$ cat src/rtl/issue_select.sv
// ----------------------------------------------------------------------------
// issue_select
//
// Picks one ready issue slot per cycle and stages its micro-op in a
// single-entry issue register that feeds register read.
//
// Selection rules:
//   - A slot is eligible when it requests and its branch mask misses i_brkill.
//   - The highest priority eligible slot wins.
//   - Equal priorities go to the first eligible slot found scanning upward
//     (circularly) from a round-robin pointer.
//   - The pointer moves to one past the winner after every grant.
//
// A grant is only issued when the issue register can take a new op. That is
// the case when the register is empty, when it is being accepted this cycle,
// or when the op it holds is being killed this cycle.
//
// Parameters:
//   NSLOT      number of issue slots (power of two, >= 2)
//   WIDTH_O    width of one slot micro-op word
//   WIDTH_PRY  width of one slot priority field
//   WIDTH_BRM  branch-mask width; mask lives in the top bits of each word
//
// Ports:
//   i_clk       clock, all state on rising edge
//   i_rst       synchronous active-high reset
//   i_request   per-slot ready-to-issue request
//   i_priority  per-slot priority, slot k at [k*WIDTH_PRY +: WIDTH_PRY]
//   i_rslot     per-slot micro-op, slot k at [k*WIDTH_O +: WIDTH_O]
//   i_brkill    branch mispredict kill vector, valid this cycle
//   i_ready     register-read stage accepts o_data this cycle
//   o_grant     one-hot (or zero) grant back to the slots, combinational
//   o_valid     issue register holds a live micro-op
//   o_data      issue register contents
// ----------------------------------------------------------------------------
module issue_select #(
    parameter int unsigned NSLOT     = 8,
    parameter int unsigned WIDTH_O   = 32,
    parameter int unsigned WIDTH_PRY = 2,
    parameter int unsigned WIDTH_BRM = 4
) (
    input  logic                       i_clk,
    input  logic                       i_rst,
    input  logic [NSLOT-1:0]           i_request,
    input  logic [NSLOT*WIDTH_PRY-1:0] i_priority,
    input  logic [NSLOT*WIDTH_O-1:0]   i_rslot,
    input  logic [WIDTH_BRM-1:0]       i_brkill,
    input  logic                       i_ready,
    output logic [NSLOT-1:0]           o_grant,
    output logic                       o_valid,
    output logic [WIDTH_O-1:0]         o_data
);

    localparam int unsigned PtrW = $clog2(NSLOT);

    // ------------------------------------------------------------------------
    // State
    // ------------------------------------------------------------------------
    logic               valid_q, valid_d;
    logic [WIDTH_O-1:0] data_q, data_d;
    logic [PtrW-1:0]    rr_ptr_q, rr_ptr_d;

    // ------------------------------------------------------------------------
    // Unpack slot fields
    // ------------------------------------------------------------------------
    logic [WIDTH_PRY-1:0] slot_pri  [NSLOT];
    logic [WIDTH_O-1:0]   slot_word [NSLOT];
    logic [NSLOT-1:0]     eligible;

    always_comb begin
        for (int unsigned k = 0; k < NSLOT; k++) begin
            slot_pri[k]  = i_priority[k*WIDTH_PRY +: WIDTH_PRY];
            slot_word[k] = i_rslot[k*WIDTH_O +: WIDTH_O];
            eligible[k]  = i_request[k] &
                           ~|(slot_word[k][WIDTH_O-1 -: WIDTH_BRM] & i_brkill);
        end
    end

    // ------------------------------------------------------------------------
    // Issue register availability
    // ------------------------------------------------------------------------
    logic staged_killed;
    logic can_load;

    // A staged op hit by the kill vector is dropped, which frees the register
    // in the same cycle even though register read did not take it.
    assign staged_killed = valid_q & |(data_q[WIDTH_O-1 -: WIDTH_BRM] & i_brkill);
    assign can_load      = ~valid_q | i_ready | staged_killed;

    // ------------------------------------------------------------------------
    // Priority select with round-robin tie-break
    // ------------------------------------------------------------------------
    logic                 found;
    logic [PtrW-1:0]      best_idx;
    logic [WIDTH_PRY-1:0] best_pri;
    logic [PtrW-1:0]      scan_idx;

    // The scan visits slots in circular order starting at rr_ptr. Only a
    // strictly higher priority replaces the current pick, so the first slot
    // seen at the winning priority level keeps the grant.
    always_comb begin
        found    = 1'b0;
        best_idx = '0;
        best_pri = '0;
        scan_idx = '0;
        for (int unsigned i = 0; i < NSLOT; i++) begin
            // Index arithmetic wraps naturally because NSLOT is a power of two.
            scan_idx = rr_ptr_q + PtrW'(i);
            if (eligible[scan_idx] && (!found || (slot_pri[scan_idx] > best_pri))) begin
                found    = 1'b1;
                best_idx = scan_idx;
                best_pri = slot_pri[scan_idx];
            end
        end
    end

    logic grant_any;

    assign grant_any = found & can_load & ~i_rst;

    always_comb begin
        for (int unsigned k = 0; k < NSLOT; k++) begin
            o_grant[k] = grant_any && (best_idx == PtrW'(k));
        end
    end

    // ------------------------------------------------------------------------
    // Next state
    // ------------------------------------------------------------------------
    always_comb begin
        valid_d  = valid_q;
        data_d   = data_q;
        rr_ptr_d = rr_ptr_q;
        if (grant_any) begin
            // A grant covers plain loads, back-to-back issue under i_ready, and
            // replacement of a killed staged op.
            valid_d  = 1'b1;
            data_d   = slot_word[best_idx];
            rr_ptr_d = best_idx + PtrW'(1);
        end else if (can_load) begin
            // Register drained or killed with nothing to replace it; the data
            // is held as a don't-care.
            valid_d = 1'b0;
        end
    end

    always_ff @(posedge i_clk) begin
        if (i_rst) begin
            valid_q  <= 1'b0;
            data_q   <= '0;
            rr_ptr_q <= '0;
        end else begin
            valid_q  <= valid_d;
            data_q   <= data_d;
            rr_ptr_q <= rr_ptr_d;
        end
    end

    assign o_valid = valid_q;
    assign o_data  = data_q;

endmodule
$ cat config.mk
export PLATFORM = sky130hd
export DESIGN_NAME = issue_select
export DESIGN_NICKNAME = d
export VERILOG_FILES = /design/src/rtl/issue_select.sv
export SDC_FILE = /design/constraint.sdc
export NUM_CORES = 1
export LEC_CHECK = 0
export BUFFER_PORTS_ARGS = -buffer_cell sky130_fd_sc_hd__buf_2
export CAP_MARGIN = 5
export CORE_AREA = 2 2 127 129
export DETAILED_ROUTE_END_ITERATION = 8
export DIE_AREA = 0 0 129 131
export PLACE_DENSITY_LB_ADDON = 0.1
export REMOVE_ABC_BUFFERS = 1
export SYNTH_ARGS = -nofsm -noshare
export SYNTH_HDL_FRONTEND = slang
export SYNTH_SLANG_ARGS = --single-unit
$ cat constraint.sdc
create_clock -name i_clk -period 23.1 [get_ports i_clk]
set_input_delay 5.775 -clock i_clk [delete_from_list [all_inputs] [get_ports i_clk]]
set_output_delay 5.775 -clock i_clk [all_outputs]
set_load 0.05 [all_outputs]
# == Yosys cells after proc, flatten, opt, wreduce, memory -nomap -nowiden ==
# Cells that the tools add are included.
# totals
regBits,36
inputBits,287
output_inout_bits,41
wordCells,191
# classes
n_addsub,8
order_cmp,24
eq_ne,7
mux,68
n_bitwise,33
reduce_logical,48
# ops
op,n
32-bit binary-select mux with 3-bit select,1
32-bit 2-to-1 mux,2
2-bit binary-select mux with 3-bit select,8
2-bit 2-to-1 mux,23
4-bit AND,9
"4-bit >= comparator, second input constant",9
3-bit inverter with 4-bit output,9
4-bit OR reduction,9
"3-bit by 4-bit less-than comparator with 1-bit output, second input constant",8
1-bit binary-select mux with 3-bit select,8
3-bit 2-to-1 mux,8
1-bit 2-to-1 mux,18
1-bit logical AND,15
1-bit zero test,15
2-bit greater-than comparator,7
"3-bit adder, second input constant",4
"3-bit == test, second input constant",4
1-bit AND,11
1-bit logical OR,7
"3-bit by 1-bit adder with 3-bit output, second input constant",2
"3-bit by 2-bit adder with 3-bit output, second input constant",2
"3-bit by 2-bit == test with 1-bit output, second input constant",2
"3-bit by 1-bit == test with 1-bit output, second input constant",1
3-bit zero test,1
other kinds (3),5

# == Logic depth before layout (Yosys ltp) ==
# depth
depth_word,39
mapped_depth,65
mapped_depth_nobuf,59

# == Worst setup path before layout ==
# Ideal clock, no wire load.
# synth_path
path_kind,input port to output port
startpoint,input port i_brkill[0]
endpoint,output port o_grant[2]
t_arrival_ps,16406
required_time_ps,17325
path_slack_ps,919
stages,57
n_path_buf,4
cell_sequence,buf_6 -> a222oi_1 -> nand3_1 -> o21a_2 -> mux2i_1 -> a32o_1 -> inv_1 -> ha_1 -> nor2b_1 -> o21ai_0 -> a31oi_4 -> mux2i_1 -> inv_1 -> ha_1 -> a21oi_1 -> a21oi_2 -> or2_2 -> a21oi_1 -> [... 21 more ...] -> o21ai_0 -> nor2_1 -> a31oi_1 -> nor2_1 -> a21o_1 -> ha_1 -> nor2b_1 -> o21ai_0 -> a21oi_1 -> a41oi_4 -> nor2_1 -> a31o_1 -> a31o_4 -> inv_6 -> buf_6 -> bufbuf_8 -> ha_1 -> and3_1
# synth_via
elab_chain_cells,38
elab_cells_between_ends,107
cone_classes,order compare (7); eq/ne (1); mux (39); bitwise (21); reduce/logical (39)
# synth_lines
element,line,source
start: declaration,47,"input logic [WIDTH_BRM-1:0] i_brkill,"
4-bit AND,75,~|(slot_word[k][WIDTH_O-1 -: WIDTH_BRM] & i_brkill);
4-bit OR reduction,75,
1-bit zero test,75,
1-bit AND,74,eligible[k] = i_request[k] &
1-bit binary-select mux with 3-bit select,109,if (eligible[scan_idx] && (!found || (slot_pri[scan_idx] > best_pri))) begin
1-bit 2-to-1 mux (implied by the code),109,
2-bit 2-to-1 mux / 1-bit 2-to-1 mux (equally long branches),109,
2-bit greater-than comparator / 1-bit zero test (equally long branches),109,
[... 21 more ...],n/a,
1-bit logical AND,109,
2-bit 2-to-1 mux / 1-bit 2-to-1 mux (equally long branches),109,
2-bit greater-than comparator / 1-bit zero test (equally long branches),109,
1-bit logical OR,109,
1-bit logical AND,109,
1-bit 2-to-1 mux,109,
1-bit AND (2 in a row),119,assign grant_any = found & can_load & ~i_rst;
1-bit logical AND (*),123,o_grant[k] = grant_any && (best_idx == PtrW'(k));
end: declaration,49,"output logic [NSLOT-1:0] o_grant,"
# Every way passes the cells marked *; elsewhere a longest branch is shown, timed or not. The select of a mux whose other input is x is not followed.

# == Worst setup path in the final report ==
# layout_path
startpoint,input port i_brkill[0]
endpoint,output port o_grant[3]
# The elaborated chain is that of the path after synthesis.

==> flow_metrics.env <==
export IMPL_outcome="complete, no violations"
export IMPL_path_class="in2out"
export IMPL_post_route_min_period_ps=22420
export IMPL_synth_cell_types=71
export IMPL_cts_made_buffers=5
export IMPL_fmax_ghz=0.0446
export IMPL_drt_wirelength_per_cell_um=20.3
export IMPL_slew_headroom_pct=40.3
export IMPL_critPathMaxFanout=12
export IMPL_finalHoldViolCount=0
export IMPL_via_per_inst=5.79
export IMPL_crit_end="o_grant[3]"
export IMPL_die_w_um=129
export IMPL_slew_violations=0
export IMPL_drtAntennaViolNets=0
export IMPL_drv_cap=0
export IMPL_finalSetupViolCount=0
export IMPL_core_area_mm2=0.0156
export IMPL_stdcell_area_mm2=0.00796
export IMPL_ys_ff_latch=36
export IMPL_critPathRequiredTime_ps=17330
export IMPL_synth_ff_type="dfxtp_1"
export IMPL_ys_seq_area_share_pct=12.0
export IMPL_yosysWarningCount=0
export IMPL_synth_cells=651
export IMPL_r2r_cells=55
export IMPL_startpoint_type="input pin"
export IMPL_clock_sinks=36
export IMPL_grt_pass1_vias=6392
export IMPL_clkLatencyLatePin_ps=280
export IMPL_antenna_found_initial=1
export IMPL_dr_pass1_iters=6
export IMPL_die_h_um=131
export IMPL_netlist_top_cells_area="mux4_2, mux2i_1, dfxtp_1, nand3_1, a32o_1"
export IMPL_wirelength_mm=24.0
export IMPL_synth_top_area_share_pct=21.0
export IMPL_drive_above_1_share_pct=47.7
export IMPL_hold_class="reg2reg"
export IMPL_crit_arrival_ps=16650
export IMPL_clockRootBuffer="clkbuf_16"
export IMPL_max_stage_delay_ps=360
export IMPL_r2r_start="rr_ptr_q[1]"
export IMPL_grt_pass1_wl_mm=35.6
export IMPL_dpl_cell_area_mm2=0.00765
export IMPL_htree_levels=2
export IMPL_vias=6828
export IMPL_dp_final_hpwl_mm=19.1
export IMPL_synthesis_area_mm2=0.00599
export IMPL_track_usage_pct=27.3
export IMPL_clockBufferDepth=2
export IMPL_drc=0
export IMPL_r2r_slack_ps=9610
export IMPL_area_delta_synth_final_pct=32.8
export IMPL_ios=328
export IMPL_clk_pin_slew_ps=60
export IMPL_drt_iter0_markers=541
export IMPL_cts_tree="done"
export IMPL_initial_utilization_pct=38.4
export IMPL_final_nets=1269
export IMPL_hold_depth=3
export IMPL_cp_end_kind="output pin"
export IMPL_hold_buffers=0
export IMPL_reg2reg_to="o_data[17]"
export IMPL_yosysTopAreaCell="mux4_2"
export IMPL_synthArstFlopShare_pct=0
export IMPL_portBuffers=327
export IMPL_syn_area_per_cell_um2=9.20
export IMPL_die_area_mm2=0.0169
export IMPL_critPathLaunch="i_brkill[0]"
export IMPL_tightestPinTransition_ps=895
export IMPL_cp_common_cell="ha_1"
export IMPL_gp_congestion=0.917
export IMPL_synth_edff_count=0
export IMPL_grt_max_degree=59
export IMPL_fin_crit_sh_pct=97.1
export IMPL_overflow=0
export IMPL_rows=46
export IMPL_slowest_stage="a222oi_1"
export IMPL_finClkSkew_ps=5.91
cell usage in the layout, fill, tap and decap left out, drive strengths merged, types with 23 or more instances in the layout:
master / count
dfxtp: 36
o21ai: 46
nand3: 72
mux4: 59
a32o: 34
nor2: 32
mux2i: 82
inv: 23
buf: 352
nand2: 70
timing repair:
action                                  in CTS  in global routing
endpoints found under the setup margin       2                  8
pin swaps                                    0                 10
buffers inserted                             0                  9
gates resized for setup                      1                 15
hold endpoints to repair                     0                  0
registers in the layout, indices dropped and copies added, names as in the netlist:
name	cells
rr_ptr_q	3
o_valid	1
o_data	32
kinds of logic after synthesis:
| logic type | count (synthesis) | share of synthesized area [%] |
|---|---|---|
| XOR/XNOR | 3 | 0.439 |
| AO/OA/AOI/OAI | 159 | 20.9 |
| multiplexers | 148 | 37.4 |
| flip-flops | 36 | 12.0 |
| buffers and inverters | 73 | 8.23 |
| AND/OR/NAND/NOR | 210 | 16.4 |
| adder cells (fa/ha/maj) | 22 | 4.59 |
how the worst min path moves through the flow:
stage / start / endpoint / slack [ps]
after global placement: o_data[24] / o_data[24] / 640
final: o_data[20] / o_data[20] / 650
after CTS: o_data[20] / o_data[20] / 650
after global routing: o_data[18] / o_data[18] / 690
after floorplan: o_valid / o_valid / 890
after detailed placement: o_data[20] / o_data[20] / 640
worst max-delay path: cells and delay by family:
kind / cells / cell delay [ps]
multiplexers: 5 / 1290
adder cells (fa/ha/maj): 9 / 2300
buffers and inverters: 8 / 870
AO/OA/AOI/OAI: 24 / 4520
AND/OR/NAND/NOR: 12 / 1890
cells in the mapped netlist, types with 11 or more instances:
cell type and count:
nand2_1 70, buf_6 17, o21ai_1 32, inv_1 20, nor2_1 31, ha_1 22, nand3_1 72, o21ai_0 14
buf_2 11, mux4_2 56, a32o_1 34, mux2i_1 82, dfxtp_1 36, a21oi_1 16
metal layers:
layer  vias to the layer above  track usage, %  part of all wire (%)
li1                       3227               -                     -
met1                      3270            36.1                    41
met4                         0            6.27                   1.8
met3                        35            4.64                   6.9
met5                         -               0                     0
met2                       296            47.0                    50
stage by stage:
| stage | setup WS (ps) | util [%] | instances | TNS [ps] | hold WS (ps) |
|---|---|---|---|---|---|
| 4_1_cts | 83.1 | 50.2 | 1168 | 0 | 654 |
| 6_report | 676 | 51.0 | 1180 | 0 | 649 |
| 3_3_place_gp | 322 | 49.0 | 1160 | 0 | 638 |
| 2_1_floorplan | -1140 | - | 601 | -8060 | 885 |
| 3_5_place_dp | -37.0 | 49.0 | 1160 | -70.4 | 637 |
| 5_1_grt | -7.10 | 51.0 | 1177 | -7.10 | 690 |
area by class of cell:
| cell class | instances | area (um2) |
|---|---|---|
| Antenna cell | 3 | 7.51 |
| Clock buffer | 7 | 153 |
| Clock inverter | 1 | 30.0 |
| Fill cell | 1556 | 7640 |
| Inverter | 23 | 93.8 |
| Multi-Input combinational cell | 542 | 4860 |
| Sequential cell | 36 | 721 |
| Tap cell | 216 | 270 |
| Timing Repair Buffer | 352 | 1820 |
Power is left out: the tool's default activity adds up to more than one toggle a clock period on the data nets, which glitch-free logic cannot reach.
